File: src/rtl/rgb2ycbcr.sv
// rgb2ycbcr: 3-stage pipelined RGB888 -> YCbCr888 converter (BT.601 full range, truncating).
// Optional output-side frame/line statistics are built when RGB2YCBCR_STATS_EN is defined.
module rgb2ycbcr #(
    parameter int H_DISP = 640,
    parameter int V_DISP = 480
) (
    input  logic        clk,
    input  logic        rst_n,
    input  logic        in_hsync,
    input  logic        in_vsync,
    input  logic        in_de,
    input  logic [23:0] in_data,
    output logic        out_hsync,
    output logic        out_vsync,
    output logic        out_de,
    output logic [23:0] out_data,
    output logic [15:0] frame_cnt,
    output logic        fmt_err
);

    localparam int DATA_W = 8;
    localparam int COEF_W = 8;
    localparam int PROD_W = DATA_W + COEF_W;
    localparam int SUM_W  = PROD_W + 1;

    localparam logic [COEF_W-1:0] C_Y_R  = 8'd77;
    localparam logic [COEF_W-1:0] C_Y_G  = 8'd150;
    localparam logic [COEF_W-1:0] C_Y_B  = 8'd29;
    localparam logic [COEF_W-1:0] C_CB_R = 8'd43;
    localparam logic [COEF_W-1:0] C_CB_G = 8'd85;
    localparam logic [COEF_W-1:0] C_CB_B = 8'd128;
    localparam logic [COEF_W-1:0] C_CR_R = 8'd128;
    localparam logic [COEF_W-1:0] C_CR_G = 8'd107;
    localparam logic [COEF_W-1:0] C_CR_B = 8'd21;

    // Chroma offset of 128 pre-scaled by 256 so Cb/Cr sums stay non-negative.
    localparam logic signed [SUM_W-1:0] C_OFS = SUM_W'(32768);

    if (H_DISP < 1 || H_DISP > 65535 || V_DISP < 1 || V_DISP > 65535) begin : g_cfg_check
        $error("rgb2ycbcr: H_DISP and V_DISP must lie in 1..65535");
    end

    function automatic logic [PROD_W-1:0] mul_u(input logic [DATA_W-1:0] x,
                                                input logic [COEF_W-1:0] c);
        return PROD_W'(x) * PROD_W'(c);
    endfunction

    function automatic logic signed [SUM_W-1:0] to_s(input logic [PROD_W-1:0] p);
        return $signed({1'b0, p});
    endfunction

    function automatic logic [DATA_W-1:0] trunc_byte(input logic signed [SUM_W-1:0] s);
        return DATA_W'(s >>> DATA_W);
    endfunction

    logic [DATA_W-1:0] r_in, g_in, b_in;
    assign {r_in, g_in, b_in} = in_data;

    // Stage 1: nine unsigned coefficient products plus sync/de.
    logic [PROD_W-1:0] yr_p1_q, yg_p1_q, yb_p1_q;
    logic [PROD_W-1:0] cbr_p1_q, cbg_p1_q, cbb_p1_q;
    logic [PROD_W-1:0] crr_p1_q, crg_p1_q, crb_p1_q;
    logic              hs_p1_q, vs_p1_q, vld_p1_q;

    always_ff @(posedge clk or negedge rst_n) begin
        if (!rst_n) begin
            yr_p1_q  <= '0;
            yg_p1_q  <= '0;
            yb_p1_q  <= '0;
            cbr_p1_q <= '0;
            cbg_p1_q <= '0;
            cbb_p1_q <= '0;
            crr_p1_q <= '0;
            crg_p1_q <= '0;
            crb_p1_q <= '0;
            hs_p1_q  <= 1'b1;
            vs_p1_q  <= 1'b1;
            vld_p1_q <= 1'b0;
        end else begin
            yr_p1_q  <= mul_u(r_in, C_Y_R);
            yg_p1_q  <= mul_u(g_in, C_Y_G);
            yb_p1_q  <= mul_u(b_in, C_Y_B);
            cbr_p1_q <= mul_u(r_in, C_CB_R);
            cbg_p1_q <= mul_u(g_in, C_CB_G);
            cbb_p1_q <= mul_u(b_in, C_CB_B);
            crr_p1_q <= mul_u(r_in, C_CR_R);
            crg_p1_q <= mul_u(g_in, C_CR_G);
            crb_p1_q <= mul_u(b_in, C_CR_B);
            hs_p1_q  <= in_hsync;
            vs_p1_q  <= in_vsync;
            vld_p1_q <= in_de;
        end
    end

    // Stage 2: signed sums; intermediates may wrap but every final sum lands in 0..65535.
    logic signed [SUM_W-1:0] ysum_p2_d, cbsum_p2_d, crsum_p2_d;
    logic signed [SUM_W-1:0] ysum_p2_q, cbsum_p2_q, crsum_p2_q;
    logic                    hs_p2_q, vs_p2_q, vld_p2_q;

    always_comb begin
        ysum_p2_d  = to_s(yr_p1_q) + to_s(yg_p1_q) + to_s(yb_p1_q);
        cbsum_p2_d = C_OFS + to_s(cbb_p1_q) - to_s(cbr_p1_q) - to_s(cbg_p1_q);
        crsum_p2_d = C_OFS + to_s(crr_p1_q) - to_s(crg_p1_q) - to_s(crb_p1_q);
    end

    always_ff @(posedge clk or negedge rst_n) begin
        if (!rst_n) begin
            ysum_p2_q  <= '0;
            cbsum_p2_q <= '0;
            crsum_p2_q <= '0;
            hs_p2_q    <= 1'b1;
            vs_p2_q    <= 1'b1;
            vld_p2_q   <= 1'b0;
        end else begin
            ysum_p2_q  <= ysum_p2_d;
            cbsum_p2_q <= cbsum_p2_d;
            crsum_p2_q <= crsum_p2_d;
            hs_p2_q    <= hs_p1_q;
            vs_p2_q    <= vs_p1_q;
            vld_p2_q   <= vld_p1_q;
        end
    end

    // Stage 3: truncate to bits [15:8]; blanked pixels are zeroed.
    logic [23:0] data_p3_d, data_p3_q;
    logic        hs_p3_q, vs_p3_q, vld_p3_q;

    always_comb begin
        data_p3_d = '0;
        if (vld_p2_q) begin
            data_p3_d = {trunc_byte(ysum_p2_q), trunc_byte(cbsum_p2_q), trunc_byte(crsum_p2_q)};
        end
    end

    always_ff @(posedge clk or negedge rst_n) begin
        if (!rst_n) begin
            data_p3_q <= '0;
            hs_p3_q   <= 1'b1;
            vs_p3_q   <= 1'b1;
            vld_p3_q  <= 1'b0;
        end else begin
            data_p3_q <= data_p3_d;
            hs_p3_q   <= hs_p2_q;
            vs_p3_q   <= vs_p2_q;
            vld_p3_q  <= vld_p2_q;
        end
    end

    assign out_data  = data_p3_q;
    assign out_hsync = hs_p3_q;
    assign out_vsync = vs_p3_q;
    assign out_de    = vld_p3_q;

`ifdef RGB2YCBCR_STATS_EN
    logic [15:0] pix_cnt_q, pix_cnt_d;
    logic [15:0] line_cnt_q, line_cnt_d;
    logic [15:0] frame_cnt_q, frame_cnt_d;
    logic        fmt_err_q, fmt_err_d;
    logic        seen_vs_q, seen_vs_d;
    logic        de_prev_q, vs_prev_q;
    logic        de_fall, vs_fall;

    assign de_fall = de_prev_q & ~vld_p3_q;
    assign vs_fall = vs_prev_q & ~vs_p3_q;

    // Counters saturate so an absurdly long run cannot wrap back onto a legal length.
    always_comb begin
        pix_cnt_d   = pix_cnt_q;
        line_cnt_d  = line_cnt_q;
        frame_cnt_d = frame_cnt_q;
        fmt_err_d   = fmt_err_q;
        seen_vs_d   = seen_vs_q;
        if (vld_p3_q) begin
            if (pix_cnt_q != 16'hFFFF) pix_cnt_d = pix_cnt_q + 16'd1;
        end else if (de_fall) begin
            pix_cnt_d = '0;
            if (pix_cnt_q != 16'(H_DISP)) fmt_err_d = 1'b1;
            if (line_cnt_q != 16'hFFFF) line_cnt_d = line_cnt_q + 16'd1;
        end
        if (vs_fall) begin
            line_cnt_d = '0;
            seen_vs_d  = 1'b1;
            if (seen_vs_q) begin
                if (line_cnt_q != 16'(V_DISP)) fmt_err_d = 1'b1;
                frame_cnt_d = frame_cnt_q + 16'd1;
            end
        end
    end

    always_ff @(posedge clk or negedge rst_n) begin
        if (!rst_n) begin
            pix_cnt_q   <= '0;
            line_cnt_q  <= '0;
            frame_cnt_q <= '0;
            fmt_err_q   <= 1'b0;
            seen_vs_q   <= 1'b0;
            de_prev_q   <= 1'b0;
            vs_prev_q   <= 1'b1;
        end else begin
            pix_cnt_q   <= pix_cnt_d;
            line_cnt_q  <= line_cnt_d;
            frame_cnt_q <= frame_cnt_d;
            fmt_err_q   <= fmt_err_d;
            seen_vs_q   <= seen_vs_d;
            de_prev_q   <= vld_p3_q;
            vs_prev_q   <= vs_p3_q;
        end
    end

    assign frame_cnt = frame_cnt_q;
    assign fmt_err   = fmt_err_q;
`else
    assign frame_cnt = '0;
    assign fmt_err   = 1'b0;
`endif

endmodule

File: config.mk
export PLATFORM = sky130hd
export DESIGN_NAME = rgb2ycbcr
export DESIGN_NICKNAME = d
export VERILOG_FILES = /design/src/rtl/rgb2ycbcr.sv
export SDC_FILE = /design/constraint.sdc
export NUM_CORES = 1
export LEC_CHECK = 0
export ABC_AREA = 1
export CORE_MARGIN = 10
export CORE_UTILIZATION = 45
export DETAILED_ROUTE_END_ITERATION = 7
export PLACE_DENSITY = 0.71
export SYNTH_ARGS = -nofsm -noshare
export SYNTH_HDL_FRONTEND = slang
export SYNTH_SLANG_ARGS = --single-unit
File: constraint.sdc
create_clock -name clk -period 2.7 [get_ports clk]
set_input_delay 0.81 -clock clk [delete_from_list [all_inputs] [get_ports clk]]
set_output_delay 0.81 -clock clk [all_outputs]
set_load 0.01 [all_outputs]
* Yosys cells after proc, flatten, opt, wreduce, memory -nomap -nowiden
Cells that the tools add are included.
** Storage, ports and cells
- Flip-flop bits (word level) :: 197
- Word-level logic and storage cells :: 38
- Bits of input ports :: 29
- Output and inout port bits :: 44
** Cells by class
- Multiplexer cells :: 1
- Add/sub/neg operators :: 8
- Multiply operators :: 7
** Operators by type and width (number)
- 8-bit by 7-bit multiplier with 15-bit output, second input constant :: 4
- 16-bit by 15-bit adder with 16-bit output, first input constant :: 2
- 16-bit subtractor :: 2
- 8-bit by 5-bit multiplier with 13-bit output, second input constant :: 2
- 24-bit 2-to-1 mux :: 1
- 15-bit by 16-bit adder with 16-bit output :: 1
- 16-bit by 14-bit adder with 16-bit output :: 1
- 16-bit by 14-bit subtractor with 16-bit output :: 1
- 16-bit by 15-bit subtractor with 16-bit output :: 1
- 8-bit by 6-bit multiplier with 14-bit output, second input constant :: 1

* Logic depth before layout (Yosys ltp)
- Depth in word-level cells :: 3
- Depth in mapped cells :: 16
- Depth with buffers taken out :: 16

* Worst setup path after synthesis
OpenSTA, ideal clock, no wires.
- Path kind :: input-to-reg
- Start :: in in_data[9]
- End :: reg crg_p1_q[13]
- Stages :: 15
- Path slack :: -0.954 ns
- Arrival time :: 3.537 ns
- Data required time :: 2.583 ns
- Path buffers :: 0
- Cells stage by stage :: ha_1 > fa_1 > fa_1 > inv_1 > fa_1 > inv_1 > ha_1 > nand2_1 > inv_1 > nand2_1 > nand3_1 > nand2_1 > nand3_1 > nand2_1 > nand2_1
** Between the ends
- Longest elaborated chain between the ends :: 1
** RTL lines
- from (decl) :: RTL line 12 : input logic [23:0] in_data,
- 8-bit by 7-bit multiplier with 15-bit output :: RTL line 45 : return PROD_W'(x) * PROD_W'(c);
- to (signal assigned) :: RTL line 87 : crg_p1_q <= mul_u(g_in, C_CR_G);
- to (decl) :: RTL line 62 : logic [PROD_W-1:0] crr_p1_q, crg_p1_q, crb_p1_q;
No other way between the ends.

* Worst setup path in the final report
- Start :: in in_data[14]
- End :: reg crg_p1_q[13]
Same word-level chain as after synthesis.

==> reports/metrics.csv <==
stage,metric,value,unit
status,failing checks,setup timing,
clock_network,CTS Hold Bufs,0,
timing,Tightest Pin Transition,752,ps
global_routing,GR met3 Demand/Resource,2.79,%
final_layout,layout cells sized above 1,29.7,%
timing,Final WS setup,-556,ps
synth,"top cells by area, synth","dfrtp_1 (27%), ha_1 (23%), nand2_1 (12%)",
floorplanning,Top-Level Pins,73,
global_routing,GRT Max-Usage Layer,met2,
clock_network,CTS root buf,clkbuf_16,
clock_network,CTS max path bufs,2,
final_layout,Layout Cells excl Fill,2471,
power,Power Dens Cells,1040,nW/µm²
synth,number of synthesized register bits,159,
critical_path,critical path data arrival time,3630,ps
place,# placed instances,2407,
synth,Synth cell types,31,
floorplanning,row count,65,
synth,sequential fraction of the synthesis area,27.8,%
synth,top_reg_cell synth,dfrtp_1,
synth,Mean Syn Cell Area,8.15,µm²
status,status,finished with violations,
critical_path,"Slowest-stage cell, CP",fa_1,
timing,Fin Clk Skew,14.3,ps
clock_network,clock sinks,159,
timing,relative slew slack,49.9,%
global_routing,vias in the first global route,12557,
critical_path,CP peak stage delay,500,ps
synth,number of flops mapped to enable cells by yosys,0,
detailed_routing,ANT nets after route,0,
timing,min Tclk post-route,3260,ps
timing,Final Cycle Share,121,%
synth,synthesized area,14300,µm²
detailed_routing,DRT Wirelength,38700,µm
critical_path,crit path cell chain,buf_8 > ha_4 > fa_1 > fa_1 > inv_1 > fa_1 > inv_2 > ha_4 > nand2_4 > inv_4 > nand2_1 > nor3_2 > nand2_1 > nand3_1 > nand2_1 > nand2_1,
critical_path,critical path's top delay family,adder cells,
global_routing,first-pass GRT wire length,61000,µm
critical_path,Critical Path Sink Type,flop,
detailed_routing,via count,12062,
clock_network,"Clk pin slew, worst setup/hold paths",70,ps
floorplanning,Starting Density,45.5,%
final_layout,fin nets,2425,
critical_path,critical path class,input port to flop,
clock_network,Worst-Skew Late Latency,440,ps
synth,synthesized instance count,1757,
floorplanning,DIE WIDTH,198,µm
timing,Final Max Slew Viols,0,
synth,ys async rst share,100,%
critical_path,buffer and inverter count on the worst path,4,
synth,post-synth top area share,26.7,%
floorplanning,Core Area,31500,µm²
floorplanning,Die Area,39400,µm²
critical_path,CP Launch Type,input port,
detailed_routing,Vias/cell,4.88,
final_layout,area added between synthesis and finish,39.1,%
critical_path,most frequent CP cell,nand2_1,
synth,synth warn,0,
global_routing,largest net degree at the start of global routing,53,
detailed_routing,DRC Markers,0,
place,hpwl dp,29500,µm
synth,"area leader, netlist",dfrtp_1,
final_layout,# fillers,2439,
critical_path,Worst Path Max Fanout,4,
global_routing,gr ovfl total,0,
place,port bufs,55,
detailed_routing,DRT Pass-1 Iters,5,
detailed_routing,DR iter-0 viols,531,
clock_network,TritonCTS clock tree,yes,
detailed_routing,Avg WL per Cell,15.6,µm
place,routability cong.,0.945,
power,P_leak,10.6,nW
global_routing,GR Layer Usage met2,33.8,%
flow_run,MaxCap Viol Count,0,
timing,Final Hold Viols,0,
global_routing,GRT Total Usage,19.2,%
floorplanning,Vert. Die Dim,198,µm
timing,"Setup violations, final",47,
critical_path,"Req. time, crit path",3070,ps
global_routing,M1 GR Usage,23.8,%
clock_network,CTS H-tree lvls,4,
power,Max IR drop VDD,0.669,mV
worst_hold_path,HP Class,input port to asynchronous set/reset pin,
clock_network,cts bufs inserted,17,
timing,final setup TNS,-14980,ps
timing,Max Fclk,307,MHz
global_routing,initial antenna violation count,2,
timing,RSZ-0062 raised after global routing,true,
flip-flops by register name, indices dropped and copies added (netlist names), 6 cells and up:
name	count
out_data	24
crg_p1_q	15
cbg_p1_q	14
cbr_p1_q	13
crb_p1_q	13
yr_p1_q	13
yb_p1_q	10
yg_p1_q	10
cbsum_p2_q	8
crr_p1_q	8
crsum_p2_q	8
ysum_p2_q	8
cbb_p1_q	6
Yosys cell counts (all sizes together), types with 2 or more instances:
cell    count
nand2     445
nor2       80
inv       399
and2        5
a21o        5
xor2       40
ha        262
nor3       16
o21bai      7
dfstp       6
dfrtp     153
xnor2      10
o21ai      34
nand4      22
a31oi       2
nand3     101
buf        17
fa         79
a21oi      68
clkbuf      2
logic make-up after synthesis:
| family | after synthesis | share of synthesized area [%] |
|---|---|---|
| buf+inv | 418 | 11.4 |
| compound gates | 117 | 4.46 |
| fa+ha+maj | 341 | 33.9 |
| simple gates | 671 | 19.3 |
| xor+xnor | 50 | 3.06 |
| flops | 159 | 27.8 |
| other cells | 1 | 0.0262 |
power by group:
| group | switching, W | internal [W] |
|---|---|---|
| Combinational | 0.00845 | 0.00613 |
| Clock | 0.00102 | 0.00143 |
| Sequential | 0.000473 | 0.00329 |
| Total | 0.00995 | 0.0109 |
final cells by class:
class                   instances  area, µm²  area share, %
multi-input cells            1196      10900           54.5
well taps                     402        503           2.52
flip-flops and latches        159       3990           20.0
clock buffers                  20        457           2.29
diodes                          1       2.50         0.0126
repair buffers                282       2450           12.3
inverters                     399       1520           7.62
clock inverters                12        146          0.735
repair_timing:
| item | CTS | global route |
|---|---|---|
| pin swaps | 151 | 138 |
| gates resized for setup | 274 | 137 |
| setup buffers | 24 | 14 |
| endpoints found under the setup margin | 66 | 58 |
placed cells by master, fill, tap and decap left out, types with 9 or more instances in the layout:
cell / synthesis / routed
fa_1: 79 / 76
buf_6: 0 / 41
buf_4: 17 / 188
clkbuf_16: 0 / 17
nand2_4: 0 / 22
a21oi_4: 0 / 10
nand4_1: 22 / 22
ha_1: 262 / 157
buf_8: 0 / 9
nand2_2: 1 / 35
nor2_2: 0 / 16
nand3_2: 1 / 21
nand2_1: 444 / 387
xor2_1: 40 / 37
nor2_1: 80 / 61
dfrtp_1: 153 / 153
conb_1: 1 / 17
o21ai_0: 27 / 13
nand3_1: 99 / 76
clkdlybuf4s50_1: 0 / 30
nor3_1: 15 / 11
ha_4: 0 / 101
inv_1: 399 / 337
a21oi_1: 67 / 38
inv_2: 0 / 54
a21oi_2: 1 / 20
through the flow:
| stage | area, µm² | power [W] | setup slack [ps] | utilization [%] | hold WS, ps |
|---|---|---|---|---|---|
| floorplan | 15300 | 0.0127 | -762 | - | 331 |
| global placement | 17700 | 0.0162 | -1470 | 56.2 | 336 |
| detailed placement | 17700 | 0.0165 | -1480 | 56.2 | 345 |
| CTS | 19300 | 0.0199 | -560 | 61.2 | 321 |
| global route | 19900 | 0.0229 | -667 | 63.3 | 347 |
| finish | 19900 | 0.0208 | -556 | 63.3 | 300 |
path summary, 6_finish.rpt:
kind | cells past startpoint | startpoint | end | slack (ps)
setup reg to reg | 10 | cbg_p1_q[13] | cbsum_p2_q[15] | 490
hold reg to reg | 0 | vs_p1_q | vs_p2_q | 360
max in group asynchronous | 2 | rst_n | ysum_p2_q[10] | 1770
setup / recovery | 16 | in_data[14] | crg_p1_q[13] | -560
min in group clk | 0 | vs_p1_q | vs_p2_q | 360
hold / removal | 1 | rst_n | out_data[8] | 300
layer usage:
| layer | share of wire [%] | vias up |
|---|---|---|
| met2 | 50 | 250 |
| met4 | 2.9 | 0 |
| li1 | - | 6023 |
| met5 | 0 | - |
| met1 | 43 | 5708 |
| met3 | 3.8 | 81 |
Note: power is estimated with default switching activity, not from simulation.
